<file path="config.mk">
export PLATFORM = sky130hd
export DESIGN_NAME = fifo_rd_drain
export DESIGN_NICKNAME = d
export VERILOG_FILES = /design/src/rtl/fifo_pkg.sv /design/src/rtl/fifo_rd_skid.sv /design/src/rtl/fifo_rd_drain.sv
export SDC_FILE = /design/constraint.sdc
export NUM_CORES = 1
export LEC_CHECK = 0
export CORE_UTILIZATION = 44
export CTS_CLUSTER_SIZE = 20
export DETAILED_ROUTE_END_ITERATION = 10
export PLACE_DENSITY = 0.79
export SYNTH_ARGS = -nofsm -noshare
export SYNTH_HDL_FRONTEND = slang
export SYNTH_SLANG_ARGS = --single-unit
export TNS_END_PERCENT = 100
</file>
<file path="constraint.sdc">
create_clock -name rd_clk -period 2.4 [get_ports rd_clk]
set_input_delay 0.36 -clock rd_clk [delete_from_list [all_inputs] [get_ports rd_clk]]
set_output_delay 0.36 -clock rd_clk [all_outputs]
set_load 0.05 [all_outputs]
</file>
<file path="src/rtl/fifo_pkg.sv">
// Shared async-FIFO definitions: default data width and read-drain FSM states.
package fifo_pkg;

  localparam int DATA_WIDTH_DEF = 8;

  typedef enum logic [1:0] {
    IDLE,
    STREAM,
    HOLD
  } drain_state_t;

endpackage

</file>
<file path="src/rtl/fifo_rd_skid.sv">
// Small circular valid/ready buffer: tail push, head pop, occupancy count.
module fifo_rd_skid #(
  parameter int DATA_WIDTH = 8,
  parameter int DEPTH      = 2
) (
  input  logic                       clk,
  input  logic                       rst,
  input  logic                       push,
  input  logic [DATA_WIDTH-1:0]      push_data,
  input  logic                       pop,
  output logic [$clog2(DEPTH):0]     occ,
  output logic                       valid,
  output logic [DATA_WIDTH-1:0]      data
);

  localparam int PW = $clog2(DEPTH);
  localparam int OW = PW + 1;

  logic [DATA_WIDTH-1:0] mem_q [DEPTH];
  logic [DATA_WIDTH-1:0] mem_d [DEPTH];
  logic [PW-1:0]         head_q, head_d;
  logic [PW-1:0]         tail_q, tail_d;
  logic [OW-1:0]         occ_q, occ_d;

  always_comb begin
    mem_d  = mem_q;
    head_d = head_q;
    tail_d = tail_q;
    occ_d  = occ_q + OW'(push) - OW'(pop);
    if (push) begin
      mem_d[tail_q] = push_data;
      tail_d        = tail_q + 1'b1;
    end
    if (pop) begin
      head_d = head_q + 1'b1;
    end
  end

  always_ff @(posedge clk or posedge rst) begin
    if (rst) begin
      for (int i = 0; i < DEPTH; i++) begin
        mem_q[i] <= '0;
      end
      head_q <= '0;
      tail_q <= '0;
      occ_q  <= '0;
    end else begin
      mem_q  <= mem_d;
      head_q <= head_d;
      tail_q <= tail_d;
      occ_q  <= occ_d;
    end
  end

  assign occ   = occ_q;
  assign valid = (occ_q != '0);
  assign data  = mem_q[head_q];

endmodule

</file>
<file path="src/rtl/fifo_rd_drain.sv">
// Read-side FIFO consumer: pops, absorbs read latency, re-streams in order.
// FIFO_RD_STATS_EN adds the rd_count delivered-word counter.
module fifo_rd_drain
  import fifo_pkg::*;
#(
  parameter int DATA_WIDTH = DATA_WIDTH_DEF,
  parameter int BUF_DEPTH  = 2
`ifdef FIFO_RD_STATS_EN
  ,
  parameter int CNT_WIDTH  = 16
`endif
) (
  input  logic                  rd_clk,
  input  logic                  rd_rst,
  input  logic                  drain_en,
  input  logic                  fifo_empty,
  output logic                  fifo_rd_en,
  input  logic [DATA_WIDTH-1:0] fifo_rd_data,
  output logic                  out_valid,
  input  logic                  out_ready,
  output logic [DATA_WIDTH-1:0] out_data,
  output logic                  idle
`ifdef FIFO_RD_STATS_EN
  ,
  output logic [CNT_WIDTH-1:0]  rd_count
`endif
);

  localparam int OW = $clog2(BUF_DEPTH) + 1;
  localparam int LW = OW + 1;

  logic          infl_q, infl_d;
  logic [OW-1:0] occ;
  logic          deq;
  logic [LW-1:0] level;
  drain_state_t  state_q, state_d;

  assign deq = out_valid & out_ready;

  // Occupancy after this edge, counting the word already in flight.
  assign level = LW'(occ) + LW'(infl_q) - LW'(deq);

  assign fifo_rd_en = drain_en & ~fifo_empty &
                      (level < LW'(BUF_DEPTH));
  assign infl_d = fifo_rd_en;

  fifo_rd_skid #(
    .DATA_WIDTH (DATA_WIDTH),
    .DEPTH      (BUF_DEPTH)
  ) u_skid (
    .clk       (rd_clk),
    .rst       (rd_rst),
    .push      (infl_q),
    .push_data (fifo_rd_data),
    .pop       (deq),
    .occ       (occ),
    .valid     (out_valid),
    .data      (out_data)
  );

  always_comb begin
    state_d = state_q;
    unique case (state_q)
      IDLE: begin
        if (fifo_rd_en) state_d = STREAM;
      end
      STREAM: begin
        if (level == '0 && !fifo_rd_en) begin
          state_d = IDLE;
        end else if (level == LW'(BUF_DEPTH) && !out_ready) begin
          state_d = HOLD;
        end
      end
      HOLD: begin
        if (deq) state_d = STREAM;
      end
      default: state_d = IDLE;
    endcase
  end

  always_ff @(posedge rd_clk or posedge rd_rst) begin
    if (rd_rst) begin
      infl_q  <= 1'b0;
      state_q <= IDLE;
    end else begin
      infl_q  <= infl_d;
      state_q <= state_d;
    end
  end

  assign idle = (state_q == IDLE) & fifo_empty;

`ifdef FIFO_RD_STATS_EN
  logic [CNT_WIDTH-1:0] cnt_q, cnt_d;

  always_comb begin
    cnt_d = cnt_q;
    if (deq) cnt_d = cnt_q + 1'b1;
  end

  always_ff @(posedge rd_clk or posedge rd_rst) begin
    if (rd_rst) begin
      cnt_q <= '0;
    end else begin
      cnt_q <= cnt_d;
    end
  end

  assign rd_count = cnt_q;
`endif

endmodule

</file>
==> results.py, run 1 <==
metrics = {
    "floorplan": {
        "floorplan.io_pins": 24,
        "die_w_um": 51.5,
        "placement_rows": 17,
        "core-area_um2": 2250,
        "die_y_um": 51.5,
        "initial_utilization_pct": 47.8,
        "die_area_um2": 2650,
    },
    "setup_path": {
        "crit_path_top_delay_cell": "dfrtp_1",
        "critical_path_cell_count": 9,
        "timing.critical_path.required_ns": 2.04,
        "reg2regPathDepth": 12,
        "cp-start-kind": "flip-flop",
        "maximum_fanout_along_the_worst_path": 2,
        "worst-path-buf-inv": 3,
        "worstPathCellList": "o21ai_2 > inv_2 > ha_4 > inv_2 > ha_4 > fa_2 > or3b_4 > nor2_4 > buf_12",
        "crit_end": "fifo_rd_en",
        "endpoint_of_the_worst_register_to_register_path": "state_q[0]",
        "family_with_the_most_delay_on_the_worst_path": "adder cells",
        "critical-path-max-stage-delay_ns": 0.42,
        "setup.reg_to_reg.worst_slack_ns": -0.20,
        "arrival_worst_endpoint_ns": 2.49,
        "crit-reg2reg-launch": "u_skid.occ[1]",
        "crit_start": "u_skid.occ[1]",
        "worstSetupEndpointType": "output pin",
        "criticalPathCategory": "flip-flop to output pin",
    },
    "logic_synthesis": {
        "netlist_top_cells_area": "dfrtp_1 53%, mux2_1 17%, mux2_2 8.4%",
        "yosysSeqAreaShare_pct": 53.4,
        "yosys_warnings": 0,
        "yosys_register_bits": 23,
        "synth.top_cell.area_share_pct": 53.4,
        "netlist_instances": 78,
        "syn_area_um2": 1080,
        "synth.avg_cell_area_um2": 13.8,
        "netlist-cell-type-count": 25,
        "library_cell_with_the_largest_summed_area_after_synthesis": "dfrtp_1",
        "synthesis.nets": 94,
    },
    "route": {
        "drt_iter0_drc": 2,
        "routed_via_density": 4.96,
        "routed_wirelength_um": 1860,
        "post-route-drc-count": 0,
        "avgRoutedWirePerCell_um": 12.9,
        "drt_first_pass_iters": 4,
        "drtAntennaViolNets": 0,
        "vias": 714,
    },
    "final_layout": {
        "num_antenna_cells": 0,
        "num-fill-cells": 188,
        "multi_input_comb_area_um2": 495,
        "area_delta_synth_final_pct": 38.6,
        "stdcell_area_um2": 1500,
        "regArea_um2": 577,
        "final_layout_size_suffix_gt1_share_pct": 32.8,
        "final_nets": 133,
    },
    "cts": {
        "path_clk_slew_ns": 0.11,
        "htree_levels": 1,
        "cts-hold-fix-buffers": 0,
        "cts-root-buf": "clkbuf_4",
        "max-clock-path-buffers": 2,
        "cts_tree": "built",
        "cts_made_buffers": 3,
        "clk-insertion-delay-late_ns": 0.29,
        "clock_sink_count": 23,
    },
    "global_route": {
        "largest_net_degree_at_the_start_of_global_routing": 24,
        "globalRouteOverflowTotal": 0,
        "number_of_global_route_vias_before_repair": 727,
        "grt_first_pass_wirelength_um": 3040,
        "global_route.usage.total_pct": 15.6,
        "grt_antenna_before_repair": 0,
    },
    "place": {
        "dp.final_hpwl_um": 1380,
        "placed_cell_area_um2": 1410,
        "port-buffer-count": 23,
        "place.gp.congestion": 0.703,
    },
    "flow_run": {
        "max_cap_viol_count": 0,
    },
    "sta": {
        "timing.final.crit_period_ns": 2.85,
        "grt_setup_unrepaired": "yes",
        "worst_clock_skew_ns": 0.00367,
        "finalSetupViolations": 3,
        "fmaxAchievable_ghz": 0.351,
        "final.period_utilization_pct": 119,
        "slew-limit-headroom_pct": 67.1,
        "timing_worst_slew_pin_value_ns": 0.492,
        "slew_violations": 0,
        "post-route-worst-setup-slack_ns": -0.451,
        "finalHoldViolCount": 0,
    },
    "worst_hold_path": {
        "hold_class": "input pin to async pin",
    },
    "outcome": {
        "failing_checks": "setup timing",
        "status": "finished, violations left",
    },
}
## per-stage QoR
step | instances | setup TNS [ns] | hold slack, ns | worst slack (ns) | util [%]
2_1_floorplan | 78 | -0.387 | 0.362 | -0.234 | -
3_3_place_gp | 135 | -1.11 | 0.464 | -0.482 | 62.3
3_5_place_dp | 135 | -1.39 | 0.475 | -0.556 | 62.3
4_1_cts | 142 | -0.641 | 0.388 | -0.514 | 64.5
5_1_grt | 144 | -0.826 | 0.443 | -0.522 | 66.3
6_report | 144 | -0.659 | 0.384 | -0.451 | 66.3
## metal layers
layer	track usage, %	vias to the layer above	share of wire [%]
li1	-	347	-
met1	18.4	344	44
met2	28.1	21	49
met3	2.92	2	5.6
met4	5.41	0	0.59
met5	0	-	0
## cell usage in the layout, fill, tap and decap left out, drive strengths merged
cell type	n
xor2	1
fa	1
dfrtp	23
mux2	24
nand2b	1
clkdlybuf4s50	21
ha	2
or2	1
o21ai	2
nand2	2
a31o	1
o311a	1
or3b	1
buf	15
clkbuf	4
nand4b	1
xnor2	2
nor2	1
inv	7
nor3b	2
nor2b	2
a21oi	1
## how the worst min path moves through the flow
stage / start / endpoint / slack [ns] / cells after the start
final: rd_rst / state_q[1] / 0.38 / 3
after global routing: rd_rst / u_skid.mem_q[3] / 0.44 / 3
after CTS: rd_rst / state_q[1] / 0.39 / 3
after detailed placement: u_skid.mem_q[13] / u_skid.mem_q[13] / 0.47 / 1
after global placement: u_skid.mem_q[11] / u_skid.mem_q[11] / 0.46 / 1
after floorplan: rd_rst / infl_q / 0.36 / 1
## what timing repair did
item,CTS,global route
pin swaps,3,1
gates resized for setup,0,6
setup endpoints to repair,2,11
buffers inserted,3,2
## cell families (layout without fill, tap and decap cells)
group	Yosys count	in the layout	share of synthesized area, %
multiplexers	24	24	25.1
flip-flops	23	23	53.4
AND/OR/NAND/NOR	11	11	7.54
buffers and inverters	9	47	3.60
AO/OA/AOI/OAI	5	5	3.13
adder cells (fa/ha/maj)	3	3	4.18
XOR/XNOR	3	3	3.13
## final cells by class
type	instances	share of cell area, %
inverters	7	1.76
well taps	28	2.34
flip-flops and latches	23	38.6
repair buffers	36	22.4
multi-input cells	46	33.1
clock buffers	4	1.76
## cells in the mapped netlist (all sizes together)
master / instances
nand4b: 1
fa: 1
nor3b: 2
a21oi: 1
inv: 7
a31o: 1
ha: 2
nor2b: 2
xnor2: 2
xor2: 1
or2: 1
o311a: 1
buf: 2
nor2: 1
o21ai: 2
mux2: 24
or3b: 1
dfrtp: 23
nand2: 2
nand2b: 1
## registers in the layout, summed over array words and instances, names as in the netlist
signal,cells
u_skid.mem_q,16
infl_q,1
state_q,2
u_skid.head_q,1
u_skid.tail_q,1
u_skid.occ,2
## worst register-to-register path, delay by kind of cell (launching register included)
kind            cells  cell delay, ns
fa+ha+maj           3            0.93
buf+inv             5            0.48
flops               1            0.42
compound gates      2            0.48
simple gates        2            0.18
Power of run 1 is left out: the tool's default activity adds up to more than one toggle a clock period on the data nets, which glitch-free logic cannot reach.
==> run 2: changes to the inputs <==
--- a/config.mk
+++ b/config.mk
@@ -5,10 +5,12 @@
 export SDC_FILE = /design/constraint.sdc
 export NUM_CORES = 1
 export LEC_CHECK = 0
-export CORE_UTILIZATION = 44
+export ABC_AREA = 1
+export CORE_UTILIZATION = 54
 export CTS_CLUSTER_SIZE = 20
 export DETAILED_ROUTE_END_ITERATION = 10
-export PLACE_DENSITY = 0.79
+export DONT_BUFFER_PORTS = 1
+export PLACE_DENSITY = 0.77
 export SYNTH_ARGS = -nofsm -noshare
 export SYNTH_HDL_FRONTEND = slang
 export SYNTH_SLANG_ARGS = --single-unit
==> run 2 against run 1 <==
Critical endpoint unchanged. Global-route usage rose by 5.8 points. The flow still finishes with violations (setup timing). Setup slack better by 0.15 ns. Worst hold slack worse by 0.30 ns. Sequential share of layout area rose by 7.5 points. Flip-flop and latch count is the same. Clock-buffer cell count fell by 1. Critical path depth did not move. Cell count increased by 23%. Largest cell class unchanged. Utilization shrank 3.3 points. Clock skew fell by 0.00088 ns.
==> results.py, run 2 <==
metrics = {
    "cts": {
        "htree_levels": 1,
        "clock_sink_count": 23,
        "path_clk_slew_ns": 0.12,
        "cts-root-buf": "clkbuf_4",
        "clk-insertion-delay-late_ns": 0.31,
        "max-clock-path-buffers": 2,
        "cts_tree": "built",
        "cts_made_buffers": 3,
        "cts-hold-fix-buffers": 0,
    },
    "route": {
        "routed_wirelength_um": 2010,
        "drt_first_pass_iters": 4,
        "post-route-drc-count": 0,
        "routed_via_density": 4.93,
        "drt_iter0_drc": 28,
        "vias": 873,
        "avgRoutedWirePerCell_um": 11.4,
        "drtAntennaViolNets": 0,
    },
    "logic_synthesis": {
        "synth.top_cell.area_share_pct": 49.7,
        "yosysSeqAreaShare_pct": 49.7,
        "synth_top_flop_cell": "dfrtp_1",
        "syn_area_um2": 1160,
        "synth.cells.most_frequent": "55 x nand2_1, 25 x inv_1, 23 x dfrtp_1, 8 x o21ai_0, 8 x o21ai_2",
        "library_cell_with_the_largest_summed_area_after_synthesis": "dfrtp_1",
        "synth.avg_cell_area_um2": 8.10,
        "synth_most_common_cell": "nand2_1",
        "async_reset_ff_share_pct": 100,
        "yosys_warnings": 0,
        "netlist-cell-type-count": 21,
        "synthesis.nets": 159,
        "number_of_synthesized_flops_with_an_enable_pin": 0,
        "yosys_register_bits": 23,
        "netlist_top_cells_area": "dfrtp_1 50%, nand2_1 18%, inv_1 8.1%",
        "netlist_instances": 143,
    },
    "final_layout": {
        "highest_count_cells_in_the_layout_ignoring_fill_and_taps": "54 x nand2_1, 23 x inv_1, 23 x dfrtp_1",
        "final_nets": 167,
        "largest_register_ffs": 16,
        "postLayoutCoreUtil_pct": 63.0,
        "area_delta_synth_final_pct": 7.78,
        "final_layout_size_suffix_gt1_share_pct": 18.7,
        "num_antenna_cells": 0,
        "largest-register": "u_skid.mem_q",
        "layout_commonest_cell": "nand2_1",
    },
    "setup_path": {
        "timing.critical_path.required_ns": 2.04,
        "criticalPathCategory": "flip-flop to output pin",
        "maximum_fanout_along_the_worst_path": 3,
        "worstSetupEndpointType": "output pin",
        "cp-start-kind": "flip-flop",
        "arrival_worst_endpoint_ns": 2.34,
    },
    "place": {
        "port-buffer-count": 0,
        "dp.final_hpwl_um": 1500,
        "place.gp.congestion": 0.779,
    },
    "floorplan": {
        "core-area_um2": 1980,
        "placement_rows": 16,
        "die_w_um": 48.3,
        "die_y_um": 48.3,
        "floorplan.io_pins": 24,
        "initial_utilization_pct": 58.5,
        "die_area_um2": 2330,
    },
    "sta": {
        "worst_clock_skew_ns": 0.00279,
        "timing.final.crit_period_ns": 2.70,
        "slew_violations": 0,
        "post-route-worst-setup-slack_ns": -0.298,
        "slew-limit-headroom_pct": 45.1,
        "final.period_utilization_pct": 112,
        "finalHoldViolCount": 0,
        "grt_setup_unrepaired": "yes",
        "fmaxAchievable_ghz": 0.371,
        "hold-worst-slack_ns": 0.0795,
        "timing_worst_slew_pin_value_ns": 0.823,
        "finalSetupViolations": 1,
    },
    "worst_hold_path": {
        "hold_class": "input pin to async pin",
    },
    "global_route": {
        "largest_net_degree_at_the_start_of_global_routing": 24,
        "number_of_global_route_vias_before_repair": 931,
        "grt_first_pass_wirelength_um": 3920,
        "grt_antenna_before_repair": 0,
        "global_route.usage.total_pct": 21.4,
        "globalRouteOverflowTotal": 0,
    },
    "flow_run": {
        "max_cap_viol_count": 0,
    },
    "outcome": {
        "failing_checks": "setup timing",
        "status": "finished, violations left",
    },
}
-- run 2: worst paths after layout --
| check | from | slack, ns | endpoint | cells after the start |
|---|---|---|---|---|
| hold reg to reg | u_skid.mem_q[4] | 0.50 | u_skid.mem_q[4] | 2 |
| min in group rd_clk | fifo_rd_data[4] | 0.18 | u_skid.mem_q[12] | 2 |
| max in group asynchronous | rd_rst | 1.82 | u_skid.mem_q[8] | 1 |
| setup reg to reg | u_skid.occ[1] | 0.18 | infl_q | 9 |
| setup / recovery | u_skid.occ[1] | -0.30 | fifo_rd_en | 9 |
| hold / removal | rd_rst | 0.08 | u_skid.mem_q[11] | 1 |
-- run 2: per-layer routing --
layer  GRT usage, %  wire length [um]  up-vias
li1               -                 -      446
met1           27.6               970      404
met2           37.1               941       20
met3           3.77                69        3
met4           5.88                28        0
met5              0                 0        -
-- run 2: logic make-up (layout without fill, tap and decap cells) --
group / after synthesis / in the layout / synth area share, %
buffers and inverters: 29 / 36 / 11.6
XOR/XNOR: 1 / 1 / 0.756
AO/OA/AOI/OAI: 18 / 18 / 10.4
AND/OR/NAND/NOR: 69 / 69 / 23.8
adder cells (fa/ha/maj): 3 / 3 / 3.89
flip-flops: 23 / 23 / 49.7
-- run 2: repair_timing --
action / in CTS / in global routing
pin swaps: 1 / 0
gates resized for setup: 4 / 2
setup endpoints to repair: 1 / 1
setup buffers: 1 / 1
gates cloned: 0 / 0
-- run 2: layout make-up --
class / count / area [um2]
fillers: 183 / 733
clock buffers: 3 / 22.5
clock inverters: 1 / 5.00
well taps: 27 / 33.8
multi-input cells: 91 / 462
flip-flops and latches: 23 / 576
inverters: 25 / 97.6
repair buffers: 7 / 52.6
-- run 2: per-stage QoR --
stage	cell area (um2)	instances	TNS, ns	setup slack [ns]
after detailed placement	1190	171	-0.0292	-0.0292
after global routing	1250	177	-0.399	-0.399
final	1250	177	-0.298	-0.298
after global placement	1190	171	0	0.0302
after floorplan	1160	143	0	0.0206
after CTS	1240	176	-0.285	-0.285
-- run 2: critical path: stages, from the launching register on --
cell,delay (ns)
dfrtp_1,0.41
nor2_2,0.14
nor2_2,0.05
ha_1,0.26
inv_1,0.04
ha_2,0.16
fa_2,0.55
nor2_2,0.05
nand2_2,0.10
clkinvlp_4,0.26
Power of run 2 is left out for the same reason.
